### config.mk
export PLATFORM = sky130hd
export DESIGN_NAME = sm_diff_serial
export DESIGN_NICKNAME = d
export VERILOG_FILES = /design/src/rtl/sm_diff_serial.sv
export SDC_FILE = /design/constraint.sdc
export NUM_CORES = 1
export LEC_CHECK = 0
export ABC_AREA = 1
export CAP_MARGIN = 0
export CORE_ASPECT_RATIO = 1.25
export CORE_MARGIN = 2
export CORE_UTILIZATION = 54
export CTS_CLUSTER_DIAMETER = 30
export CTS_CLUSTER_SIZE = 28
export DETAILED_ROUTE_END_ITERATION = 10
export GPL_TIMING_DRIVEN = 0
export PLACE_DENSITY = 0.86
export SETUP_SLACK_MARGIN = 0.3
export SLEW_MARGIN = 20
export SYNTH_ARGS = -nofsm -noshare
export SYNTH_HDL_FRONTEND = slang
export SYNTH_SLANG_ARGS = --single-unit
### constraint.sdc
create_clock -name clk -period 2.9 [get_ports clk]
set_clock_uncertainty 0.2 [all_clocks]
set_input_delay 0.58 -clock clk [delete_from_list [all_inputs] [get_ports clk]]
set_output_delay 0.58 -clock clk [all_outputs]
set_load 0.05 [all_outputs]
### src/rtl/sm_diff_serial.sv
// sm_diff_serial: bit-serial sign-magnitude add/subtract core.
// Latches two sign-magnitude operands and an op, then produces A+B (effective add)
// or A-B / B-A (effective sub) one bit per clock, LSB first, over W cycles.
// Optional macro SMD_DONE_HOLD_EN: done stays high from DONE until the next accepted start.
module sm_diff_serial #(
    parameter int unsigned W = 8
) (
    input  logic         clk,
    input  logic         reset,
    input  logic         start,
    input  logic         a_sign,
    input  logic         b_sign,
    input  logic         op,
    input  logic [W-1:0] mag_a,
    input  logic [W-1:0] mag_b,
    output logic [W-1:0] ffAB,
    output logic [W-1:0] ffBA,
    output logic         Cin,
    output logic         a,
    output logic         b,
    output logic         choose,
    output logic         busy,
    output logic         done
);

    localparam int unsigned CntW = $clog2(W);

    typedef enum logic [1:0] {StIdle, StRun, StDone} state_e;

    state_e          r_state;
    state_e          w_state_next;
    logic [W-1:0]    r_sa;
    logic [W-1:0]    r_sb;
    logic [W-1:0]    r_ab;
    logic [W-1:0]    r_ba;
    logic [CntW-1:0] r_cnt;
    logic            r_carry;
    logic            r_bab;
    logic            r_bba;
    logic            r_eff;
    logic            r_cin;
    logic            r_a;
    logic            r_b;
    logic            r_choose;
    logic            r_done;

    logic w_accept;
    logic w_last;
    logic w_xa;
    logic w_xb;
    logic w_sum;
    logic w_cout;
    logic w_dab;
    logic w_bab_n;
    logic w_dba;
    logic w_bba_n;

    assign w_accept = (r_state == StIdle) && start;
    assign w_last   = (r_state == StRun) && (r_cnt == CntW'(W - 1));
    assign w_xa     = r_sa[0];
    assign w_xb     = r_sb[0];

    // One full adder and two full subtractors shared across all bit positions.
    assign w_sum   = w_xa ^ w_xb ^ r_carry;
    assign w_cout  = (w_xa & w_xb) | (r_carry & (w_xa ^ w_xb));
    assign w_dab   = w_xa ^ w_xb ^ r_bab;
    assign w_bab_n = (~w_xa & w_xb) | (~(w_xa ^ w_xb) & r_bab);
    assign w_dba   = w_xa ^ w_xb ^ r_bba;
    assign w_bba_n = (~w_xb & w_xa) | (~(w_xa ^ w_xb) & r_bba);

    // State register.
    always_ff @(posedge clk) begin
        if (reset) begin
            r_state <= StIdle;
        end else begin
            r_state <= w_state_next;
        end
    end

    // Next-state logic: IDLE -> RUN for W cycles -> DONE for one cycle -> IDLE.
    always_comb begin
        w_state_next = r_state;
        unique case (r_state)
            StIdle:  if (start) w_state_next = StRun;
            StRun:   if (w_last) w_state_next = StDone;
            StDone:  w_state_next = StIdle;
            default: w_state_next = StIdle;
        endcase
    end

    // Operand latch, serial datapath and result flags.
    always_ff @(posedge clk) begin
        if (reset) begin
            r_sa     <= '0;
            r_sb     <= '0;
            r_ab     <= '0;
            r_ba     <= '0;
            r_cnt    <= '0;
            r_carry  <= 1'b0;
            r_bab    <= 1'b0;
            r_bba    <= 1'b0;
            r_eff    <= 1'b0;
            r_cin    <= 1'b0;
            r_a      <= 1'b0;
            r_b      <= 1'b0;
            r_choose <= 1'b0;
            r_done   <= 1'b0;
        end else if (w_accept) begin
            r_sa     <= mag_a;
            r_sb     <= mag_b;
            r_a      <= a_sign;
            r_b      <= b_sign;
            r_choose <= op;
            r_eff    <= op ^ a_sign ^ b_sign;
            r_carry  <= 1'b0;
            r_bab    <= 1'b0;
            r_bba    <= 1'b0;
            r_cnt    <= '0;
            r_done   <= 1'b0;
        end else if (r_state == StRun) begin
            r_sa    <= r_sa >> 1;
            r_sb    <= r_sb >> 1;
            r_ab    <= {(r_eff ? w_dab : w_sum), r_ab[W-1:1]};
            r_ba    <= {(r_eff ? w_dba : w_sum), r_ba[W-1:1]};
            r_carry <= w_cout;
            r_bab   <= w_bab_n;
            r_bba   <= w_bba_n;
            r_cnt   <= r_cnt + CntW'(1);
            if (w_last) begin
                r_cin  <= r_eff ? w_bab_n : w_cout;
                r_done <= 1'b1;
            end
        end else if (r_state == StDone) begin
`ifdef SMD_DONE_HOLD_EN
            r_done <= 1'b1;
`else
            r_done <= 1'b0;
`endif
        end
    end

    assign ffAB   = r_ab;
    assign ffBA   = r_ba;
    assign Cin    = r_cin;
    assign a      = r_a;
    assign b      = r_b;
    assign choose = r_choose;
    assign busy   = (r_state != StIdle);
    assign done   = r_done;

endmodule

======== Word-level counts from Yosys, hierarchy flattened ========
Index checks and enable logic that the tools add are counted.
storage, ports and cells
  register bits ........................... 46
  input port bits ......................... 22
  output and inout bits ................... 22
  logic and storage cells ................. 64
operators by class
  $add $sub $neg .......................... 1
  equal/unequal tests ..................... 5
  mux-type cells .......................... 13
  bitwise logic cells ..................... 19
  reduce and logical (&&, ||, !) cells .... 11
operator list
  cell                                                                    count
  8-bit two-way mux                                                       4
  1-bit AND                                                               6
  1-bit two-way mux                                                       6
  2-bit AND reduction                                                     3
  2-bit nonzero test                                                      3
  1-bit bitwise XOR                                                       6
  2-bit two-way mux                                                       2
  2-bit inequality test (second input constant)                           2
  1-bit inverter                                                          4
  2-bit one-hot mux with 2 select lines                                   1
  3-bit by 1-bit adder with 3-bit output (second input constant)          1
  3-bit equality test (second input constant)                             1
  1-bit bitwise OR                                                        3
  3-bit AND reduction                                                     1
  2-bit by 1-bit equality test with 1-bit output (second input constant)  1
  2-bit equality test (second input constant)                             1
  1-bit logical AND                                                       2
  2-bit logical NOT                                                       1
  2-bit OR reduction                                                      1

======== Logic depth before layout (Yosys ltp) ========
Gate-level depths: netlist of run 1.
  depth in word-level cells ............... 5
  mapped depth ............................ 7
  gate-level depth less buffers ........... 7

======== Least setup slack after synthesis of run 1 ========
OpenSTA, ideal clock, no wires.
  path type ............................... reg-to-output
  from .................................... register r_state[1]
  to ...................................... output busy
  arrival time ............................ 0.870 ns
  required time ........................... 2.120 ns
  slack ................................... 1.250 ns
  stages on the path, launching flop included .. 3
  path buffers ............................ 0
  cell sequence ........................... dfxtp_1 inv_2 nand2_1
on the way
  cells in the longest elaborated chain, start to end .. 1
ends and longest elaborated chain
  item                    RTL line  source
  from (decl)             30        state_e r_state;
  from (signal assigned)  74        r_state <= StIdle;
  from (signal assigned)  76        r_state <= w_state_next;
  2-bit nonzero test      148       assign busy = (r_state != StIdle);
  to (decl)               22        output logic busy,
Every way passes these cells.

======== Worst setup path in the final report of run 1 ========
  from .................................... register r_ab[7] (netlist: ffAB[7])
  to ...................................... output ffAB[7]
RTL lines
  item                    RTL line  source
  from (decl)             34        logic [W-1:0] r_ab;
  from (signal assigned)  123       r_ab <= {(r_eff ? w_dab : w_sum), r_ab[W-1:1]};
  to (decl)               16        output logic [W-1:0] ffAB,
No word-level cell between the ends.

==> flow_metrics.py, run 1 <==
metrics = {
    "synthesis": {
        "syn_nets": 315,
        "synth.distinct_cells": 20,
        "synth_xor_area_frac": 0.00428,
        "synth_fa_ha_area_frac": 0.0416,
        "synth_area_per_cell_sq_um": 7.10,
        "yosys-top-cells-area": "dfxtp_1 45%, nand2_1 12%, nor2_1 9.0%",
        "syn-instance-count": 288,
        "synthDominantCellAreaShare": 0.450,
        "synth_ff_type": "dfxtp_1",
        "synth_top_cell_by_area": "dfxtp_1",
        "synthArstFlopShare": 0,
        "synth_common_cells": "66 x nand2_1, 49 x nor2_1, 46 x dfxtp_1",
        "synth_top_family_by_area": "simple AND/OR/NAND/NOR gates",
        "ys_ff_latch": 46,
        "synth_warnings": 0,
        "synth_compound_area_frac": 0.117,
        "yosysMostFrequentCell": "nand2_1",
        "yosys.area_share.simple": 0.295,
        "muxShareOfSynthArea": 0,
        "yosysSeqAreaShare": 0.450,
        "synth-edff-count": 0,
        "syn-cell-area_sq_um": 2040,
    },
    "power": {
        "irDropWorstVdd_v": 0.000328,
        "leakagePower_uw": 0.00117,
        "clkPwrFrac": 0.278,
        "power.density_nw_per_um2": 550,
        "seq_power_share": 0.493,
        "swShare": 0.307,
        "power_switching_uw": 439,
        "cellInternalPower_uw": 991,
        "combPwrFrac": 0.228,
    },
    "final_layout": {
        "fin_nets": 363,
        "multiInputGateArea_sq_um": 936,
        "fin_area_sq_um": 2600,
        "layout.area.seq_sq_um": 921,
        "syn_to_final_growth_pct": 27.1,
        "nFillCells": 337,
        "drive_gt1_frac": 0.0801,
        "antennaDiodeCount": 0,
    },
    "drt": {
        "num_vias": 1950,
        "drc_errors": 0,
        "wl_per_cell_um": 11.3,
        "ant_nets": 0,
        "totalWireLength_um": 4260,
        "vias_per_cell": 5.17,
        "drtPass1Iterations": 4,
        "drtIter0Drc": 94,
    },
    "die": {
        "rows": 25,
        "initial_core_util": 0.554,
        "die_height_um": 72.8,
        "die_x_um": 59.0,
        "core-area_sq_um": 3690,
        "die-area_sq_um": 4300,
        "pin_count": 44,
    },
    "setup_path": {
        "required_ps": 2120,
        "cp.arrival_ps": 1510,
        "crit_path_cell_trace": "clkdlybuf4s50_1",
        "end_kind": "primary output",
        "worst-setup-path-type": "reg -> out",
        "startpoint_type": "register",
        "cp_slowest_cell": "clkdlybuf4s50_1",
        "path_delay_family": "buffers and inverters",
        "crit_fanout": 3,
        "path_buf_inv": 1,
        "slowest_delay_ps": 820,
    },
    "sta": {
        "fin_crit_ps": 2290,
        "fin_ws_ps": 609,
        "final.setup.tns_ps": 0,
        "post-route-period-util": 0.790,
        "drv_slew": 0,
        "worst_pin_slew_ps": 514,
        "fmax_ghz": 0.436,
        "setup_viol": 0,
        "hold_violations": 0,
        "rsz0062_at_grt": "no",
        "slew_headroom": 0.657,
    },
    "min_path": {
        "min_path_type": "reg -> reg",
    },
    "placement": {
        "placed_cell_area_sq_um": 2500,
        "place_congestion": 0.783,
        "hpwl_um": 3100,
        "portBuffers": 41,
        "dp_slack_ps": 672,
    },
    "job": {
        "drv_cap": 0,
    },
    "global_routing": {
        "grt_usage": 0.225,
        "grt_pass1_wl_um": 7510,
        "antenna_found_initial": 0,
        "grt_overflow": 0,
        "grt_pass1_vias": 1861,
        "grt_max_degree": 14,
    },
    "clock_tree": {
        "clkTransAtPathRegs_ps": 80,
        "tritoncts": "done",
        "clock-sinks": 46,
        "clockRootBuffer": "clkbuf_8",
        "cts_buffer_depth": 2,
        "htreeDepth": 2,
        "clk_latency_ps": 300,
        "numCtsBuffers": 5,
    },
    "status": {
        "outcome": "finished, final reports clean",
    },
}
==> flip-flops by register name (all words and copies together), names as in the netlist, 2 cells and up <==
name     flops
r_sa         8
r_state      2
r_cnt        3
r_sb         8
ffAB         8
ffBA         8
==> routing by layer <==
layer | vias to the layer above | global-route usage | share of wire
met2 | 52 | 0.415 | 0.52
met4 | 0 | 0.0960 | 0.022
met5 | - | 0 | 0
met1 | 883 | 0.239 | 0.41
li1 | 1006 | - | -
met3 | 9 | 0.0514 | 0.043
==> cell usage in the layout, fill, tap and decap left out, drive strengths merged <==
cell type / instances
nand2: 68
nor2: 52
dfxtp: 46
clkdlybuf4s50: 40
nand3: 27
inv: 26
o21ai: 25
a21oi: 22
buf: 12
clkbuf: 11
fa: 3
ha: 2
xor2: 1
clkinv: 1
dlymetal6s2s: 1
==> metrics by stage <==
stage          power, uW  cells   util  hold slack, ps
6_report            1430    377  0.704             268
3_3_place_gp        1040    369  0.679             253
3_5_place_dp        1050    369  0.679             256
5_1_grt             1500    377  0.704             291
2_1_floorplan        939    288      -             244
4_1_cts             1440    377  0.703             269
==> timing repair <==
item | CTS | global route
resized for setup | 0 | 1
setup endpoints to repair | 0 | 1
hold buffers | 0 | 0
setup buffers | 0 | 0
==> worst register-to-register path: stages (launching register included) <==
cell     delay (ps)
dfxtp_1         430
inv_1            90
fa_1            530
o21ai_0          70
nor2_1          100
nor2_1           50
==> final timing paths <==
kind	cells after the start	slack, ps	end	from
worst max-delay path	1	610	ffAB[7]	ffAB[7]
worst min-delay path	2	270	r_sb[6]	r_sb[6]
worst max register to register	5	1330	ffAB[7]	r_sa[0]
worst min register to register	2	270	r_sb[6]	r_sb[6]
==> area by class of cell <==
cell class	instances	area share
Multi-Input combinational cell	200	0.360
Tap cell	40	0.0193
Buffer	16	0.0347
Sequential cell	46	0.354
Timing Repair Buffer	41	0.159
Clock buffer	7	0.0332
Inverter	26	0.0376
Clock inverter	1	0.00193
==> cell families (layout without fill, tap and decap cells) <==
family / after synthesis / count (layout)
and+or+nand+nor: 147 / 147
AOI/OAI and AO/OA: 47 / 47
DFF: 46 / 46
buffers and inverters: 42 / 91
adders and majority gates: 5 / 5
xor gates and xnor gates: 1 / 1
==> power groups by stage <==
stage / logic (uW) / registers (uW) / clock network (uW)
2_1_floorplan: 147 / 792 / 0
3_3_place_gp: 320 / 718 / 0
3_5_place_dp: 326 / 720 / 0
4_1_cts: 328 / 706 / 406
5_1_grt: 362 / 711 / 425
6_report: 326 / 706 / 398
No activity file was read; power rests on OpenSTA's default activity.
==> inputs of run 2 (changes only) <==
Settings changed: CORE_UTILIZATION 54 to 45, PLACE_DENSITY 0.86 to 0.77.
Clock period 2.9 ns to 2.1 ns, I/O delays scaled along.
==> run 2 against run 1 <==
- die area rose by 19%
- global-route usage fell by 4.3 points
- first-iteration DRC count fell by 9.6%
- sequential cell count did not move
- sequential share of layout area fell by 0.54 points
- critical path depth rose by 3
- critical endpoint is now busy
- combinational power rose by 33%
- setup slack got worse by 280 ps
==> flow_metrics.py, run 2 (synthesis results as in run 1) <==
metrics = {
    "status": {
        "outcome": "finished, final reports clean",
    },
    "power": {
        "power_switching_uw": 627,
        "cellInternalPower_uw": 1560,
        "leakagePower_uw": 0.00119,
        "seq_power_share": 0.445,
        "power.density_nw_per_um2": 829,
        "swShare": 0.286,
        "clkPwrFrac": 0.358,
        "combPwrFrac": 0.197,
        "irDropWorstVdd_v": 0.000461,
    },
    "drt": {
        "drc_errors": 0,
        "ant_nets": 0,
        "highest_layer": "met4",
        "drtIter0Drc": 85,
        "vias_per_cell": 4.82,
        "num_vias": 1903,
        "wl_met2_um": 2050,
        "met3WireLength_um": 175,
        "totalWireLength_um": 4150,
        "wl_met1_um": 1880,
        "drtPass1Iterations": 4,
        "wl_per_cell_um": 10.5,
    },
    "final_layout": {
        "antennaDiodeCount": 0,
        "stdcell_count": 395,
        "drive_gt1_frac": 0.142,
        "post-route-util": 0.602,
        "final_common_cell": "nand2_1",
        "syn_to_final_growth_pct": 29.3,
        "fin_nets": 363,
        "final_cell_mix": "66 x nand2_1, 49 x nor2_1, 45 x dfxtp_1",
    },
    "clock_tree": {
        "cts_buffer_depth": 2,
        "tritoncts": "done",
        "clk_latency_ps": 300,
        "clockRootBuffer": "clkbuf_8",
        "htreeDepth": 2,
        "post_cts_buffers": 0,
        "numCtsBuffers": 5,
        "clock-sinks": 46,
        "clkTransAtPathRegs_ps": 90,
    },
    "die": {
        "rows": 27,
        "die-area_sq_um": 5100,
        "die_x_um": 64.3,
        "initial_core_util": 0.466,
        "die_height_um": 79.4,
        "core-area_sq_um": 4390,
        "pin_count": 44,
    },
    "global_routing": {
        "grt_usage": 0.182,
        "grt_overflow": 0,
        "grt_pass1_wl_um": 7320,
        "antenna_found_initial": 0,
        "grt_pass1_vias": 1731,
        "grt_max_degree": 16,
    },
    "sta": {
        "fin_ws_ps": 331,
        "post-route-period-util": 0.843,
        "fin_crit_ps": 1770,
        "slew_headroom": 0.677,
        "fmax_ghz": 0.565,
        "hold_violations": 0,
        "setup_viol": 0,
        "whs_ps": 213,
        "drv_slew": 0,
        "rsz0062_at_grt": "yes",
        "worst_pin_slew_ps": 486,
        "final.setup.tns_ps": 0,
    },
    "min_path": {
        "hold_path_end": "r_sb[3]",
        "hold_depth": 2,
        "min_path_type": "in -> reg",
        "hold_start": "reset",
    },
    "setup_path": {
        "required_ps": 1480,
        "crit-reg2reg-launch": "r_sa[0]",
        "rrSetupSlack_ps": 520,
        "startpoint_type": "register",
        "cp-startpoint": "r_state[0]",
        "reg2reg_depth": 5,
        "timing.rr.end": "ffAB[7]",
        "crit_fanout": 8,
        "worst-setup-path-type": "reg -> out",
        "end_kind": "primary output",
        "cp.arrival_ps": 1150,
    },
    "placement": {
        "dp_slack_ps": 31.2,
        "place_congestion": 0.818,
        "dp_cells": 387,
        "hpwl_um": 3100,
        "portBuffers": 41,
    },
    "job": {
        "drv_cap": 0,
    },
}
==> run 2: how the worst max path moves through the flow <==
stage | to | slack (ps)
2_1_floorplan | r_eff | 520
3_3_place_gp | busy | 30
3_5_place_dp | busy | 30
4_1_cts | busy | 110
5_1_grt | busy | 260
6_report | busy | 330
==> run 2: worst max-delay path: stages (launching register included) <==
cell and delay, ps:
dfxtp_1 330, buf_6 140, inv_2 50, nand2_1 90
clkbuf_4 240
==> run 2: power by group through the flow <==
| stage | clock network [uW] | logic [uW] | registers, uW |
|---|---|---|---|
| after global placement | 0 | 445 | 993 |
| after CTS | 799 | 439 | 975 |
| final | 784 | 433 | 975 |
| after detailed placement | 0 | 450 | 995 |
| after floorplan | 0 | 203 | 1090 |
| after global routing | 836 | 479 | 984 |
==> run 2: layout make-up <==
cell class	count	area, sq um
clock buffer	5	68.8
clock inverter	3	68.8
multi-input combinational	200	936
fill	429	1750
inverter	26	97.6
buffer	16	90.1
tap	58	72.6
sequential	46	922
timing repair buffer	41	387
==> run 2: repair_timing <==
item / 4_1_cts / 5_1_grt
endpoints found under the setup margin: 22 / 10
gates resized for setup: 53 / 14
gates cloned: 0 / 0
hold buffers: 0 / 0
==> run 2: through the flow <==
step | area, sq um | total power [uW]
final | 2640 | 2190
after global routing | 2640 | 2300
after CTS | 2680 | 2210
after detailed placement | 2530 | 1450
after global placement | 2530 | 1440
after floorplan | 2040 | 1300
==> run 2: per-layer routing <==
layer | GRT usage | vias up
met5 | 0 | -
met4 | 0.0617 | 0
met3 | 0.0425 | 5
met2 | 0.329 | 51
met1 | 0.207 | 840
li1 | - | 1007
==> inputs of run 3 (changes only) <==
Clock period 2.1 ns to 1.62 ns, I/O delays scaled along.
==> run 3 against run 2 <==
- cell count up 8.1%
- combinational power up 90%
- first-iteration DRC count down 3.5%
- critical path depth up 4
- die area unchanged
- sequential power up 31%
- wire length up 35%
- power up 40%
- clock-buffer cell count up 1
- largest power group unchanged
- highest routed layer unchanged
==> flow_metrics.py, run 3 (synthesis results as in run 1) <==
metrics = {
    "status": {
        "outcome": "finished, final reports clean",
    },
    "drt": {
        "wl_per_cell_um": 13.2,
        "drtPass1Iterations": 4,
        "met3WireLength_um": 238,
        "drc_errors": 0,
        "ant_nets": 0,
        "wl_met2_um": 3010,
        "vias_per_cell": 5.06,
        "num_vias": 2160,
        "wl_met1_um": 2210,
        "highest_layer": "met4",
        "drtIter0Drc": 82,
        "totalWireLength_um": 5630,
    },
    "global_routing": {
        "grt_pass1_vias": 2091,
        "grt_overflow": 0,
        "grt_pass1_wl_um": 9230,
        "antenna_found_initial": 0,
        "grt_usage": 0.230,
        "grt_max_degree": 16,
    },
    "final_layout": {
        "final_cell_mix": "56 x nand2_1, 47 x nor2_1, 27 x buf_4",
        "syn_to_final_growth_pct": 58.8,
        "nFillCells": 336,
        "stdcell_count": 427,
        "fin_area_sq_um": 3250,
        "drive_gt1_frac": 0.382,
        "fin_nets": 395,
        "post-route-util": 0.739,
        "antennaDiodeCount": 0,
        "final_common_cell": "nand2_1",
    },
    "die": {
        "die_height_um": 79.4,
        "die_x_um": 64.3,
        "pin_count": 44,
        "core-area_sq_um": 4390,
        "die-area_sq_um": 5100,
        "rows": 27,
        "initial_core_util": 0.466,
    },
    "clock_tree": {
        "clk_latency_ps": 300,
        "numCtsBuffers": 5,
        "htreeDepth": 2,
        "cts_buffer_depth": 2,
        "hold_buffers": 0,
        "clock-sinks": 46,
        "clockRootBuffer": "clkbuf_8",
        "clkTransAtPathRegs_ps": 90,
        "tritoncts": "done",
    },
    "min_path": {
        "min_path_type": "in -> reg",
    },
    "sta": {
        "worst_pin_slew_ps": 577,
        "hold_violations": 0,
        "final.setup.tns_ps": 0,
        "fin_ws_ps": 75.1,
        "slew_headroom": 0.615,
        "fin_crit_ps": 1540,
        "fmax_ghz": 0.647,
        "post-route-period-util": 0.954,
        "drv_slew": 0,
        "setup_viol": 0,
        "rsz0062_at_grt": "yes",
    },
    "placement": {
        "dp_slack_ps": -344,
        "placed_cell_area_sq_um": 2540,
        "dp_cells": 387,
        "place_congestion": 0.805,
        "portBuffers": 41,
        "hpwl_um": 3180,
    },
    "setup_path": {
        "cp.arrival_ps": 1530,
        "end_kind": "register",
        "crit_fanout": 5,
        "startpoint_type": "register",
        "required_ps": 1610,
        "worst-setup-path-type": "reg -> reg",
    },
    "power": {
        "power.density_nw_per_um2": 943,
        "leakagePower_uw": 0.00146,
        "irDropWorstVdd_v": 0.000540,
    },
    "job": {
        "drv_cap": 0,
    },
}
run 3: cell types whose count changed in the layout (fill, tap and decap cells not counted), sizes merged:
cell / before / now
buf: 12 / 66
clkdlybuf4s15: 14 / 0
clkbuf: 17 / 10
bufinv: 2 / 1
run 3: cell type report:
| class | instances | area [sq um] | area share |
|---|---|---|---|
| multi-input combinational | 200 | 1070 | 0.331 |
| inverter | 26 | 105 | 0.0324 |
| tap | 58 | 72.6 | 0.0224 |
| buffer | 16 | 119 | 0.0366 |
| clock inverter | 2 | 38.8 | 0.0119 |
| clock buffer | 6 | 93.8 | 0.0289 |
| timing repair buffer | 73 | 776 | 0.239 |
| sequential | 46 | 968 | 0.298 |
run 3: worst max-delay path: stages, from the launching register on:
cell and delay, ps:
dfxtp_2 330, buf_6 120, buf_6 110, nor2_4 160, buf_6 130, buf_6 110
nand3_1 90, nand2_2 110, a21oi_2 60
run 3: path summary, 6_finish.rpt:
check / from / endpoint / slack [ps] / depth (start not counted)
worst max-delay path: r_state[0] / r_sa[1] / 80 / 8
worst min-delay path: reset / r_sa[2] / 120 / 2
worst max register to register: r_state[0] / r_sa[1] / 80 / 8
worst min register to register: r_sa[7] / r_sa[7] / 270 / 2
run 3: layer usage:
layer,track usage,up-vias
met1,0.244,1001
met5,0,-
met2,0.433,72
met4,0.0979,0
met3,0.0467,17
li1,-,1070
run 3: through the flow:
step | hold slack [ps] | power [uW]
3_5_place_dp | 257 | 1880
3_3_place_gp | 251 | 1870
4_1_cts | 107 | 3000
5_1_grt | 129 | 3190
2_1_floorplan | 244 | 1680
6_report | 124 | 3060
run 3: repair_timing:
item	4_1_cts	5_1_grt
gates cloned	3	0
resized for setup	233	28
pin swaps	9	12
setup endpoints to repair	62	68
buffers inserted	23	6
run 3: power breakdown:
| part | switching, uW | total (uW) | leakage (uW) | internal [uW] |
|---|---|---|---|---|
| Sequential | 65.8 | 1280 | 0.000390 | 1220 |
| Combinational | 446 | 821 | 0.00101 | 375 |
| Clock | 403 | 959 | 0.0000665 | 556 |
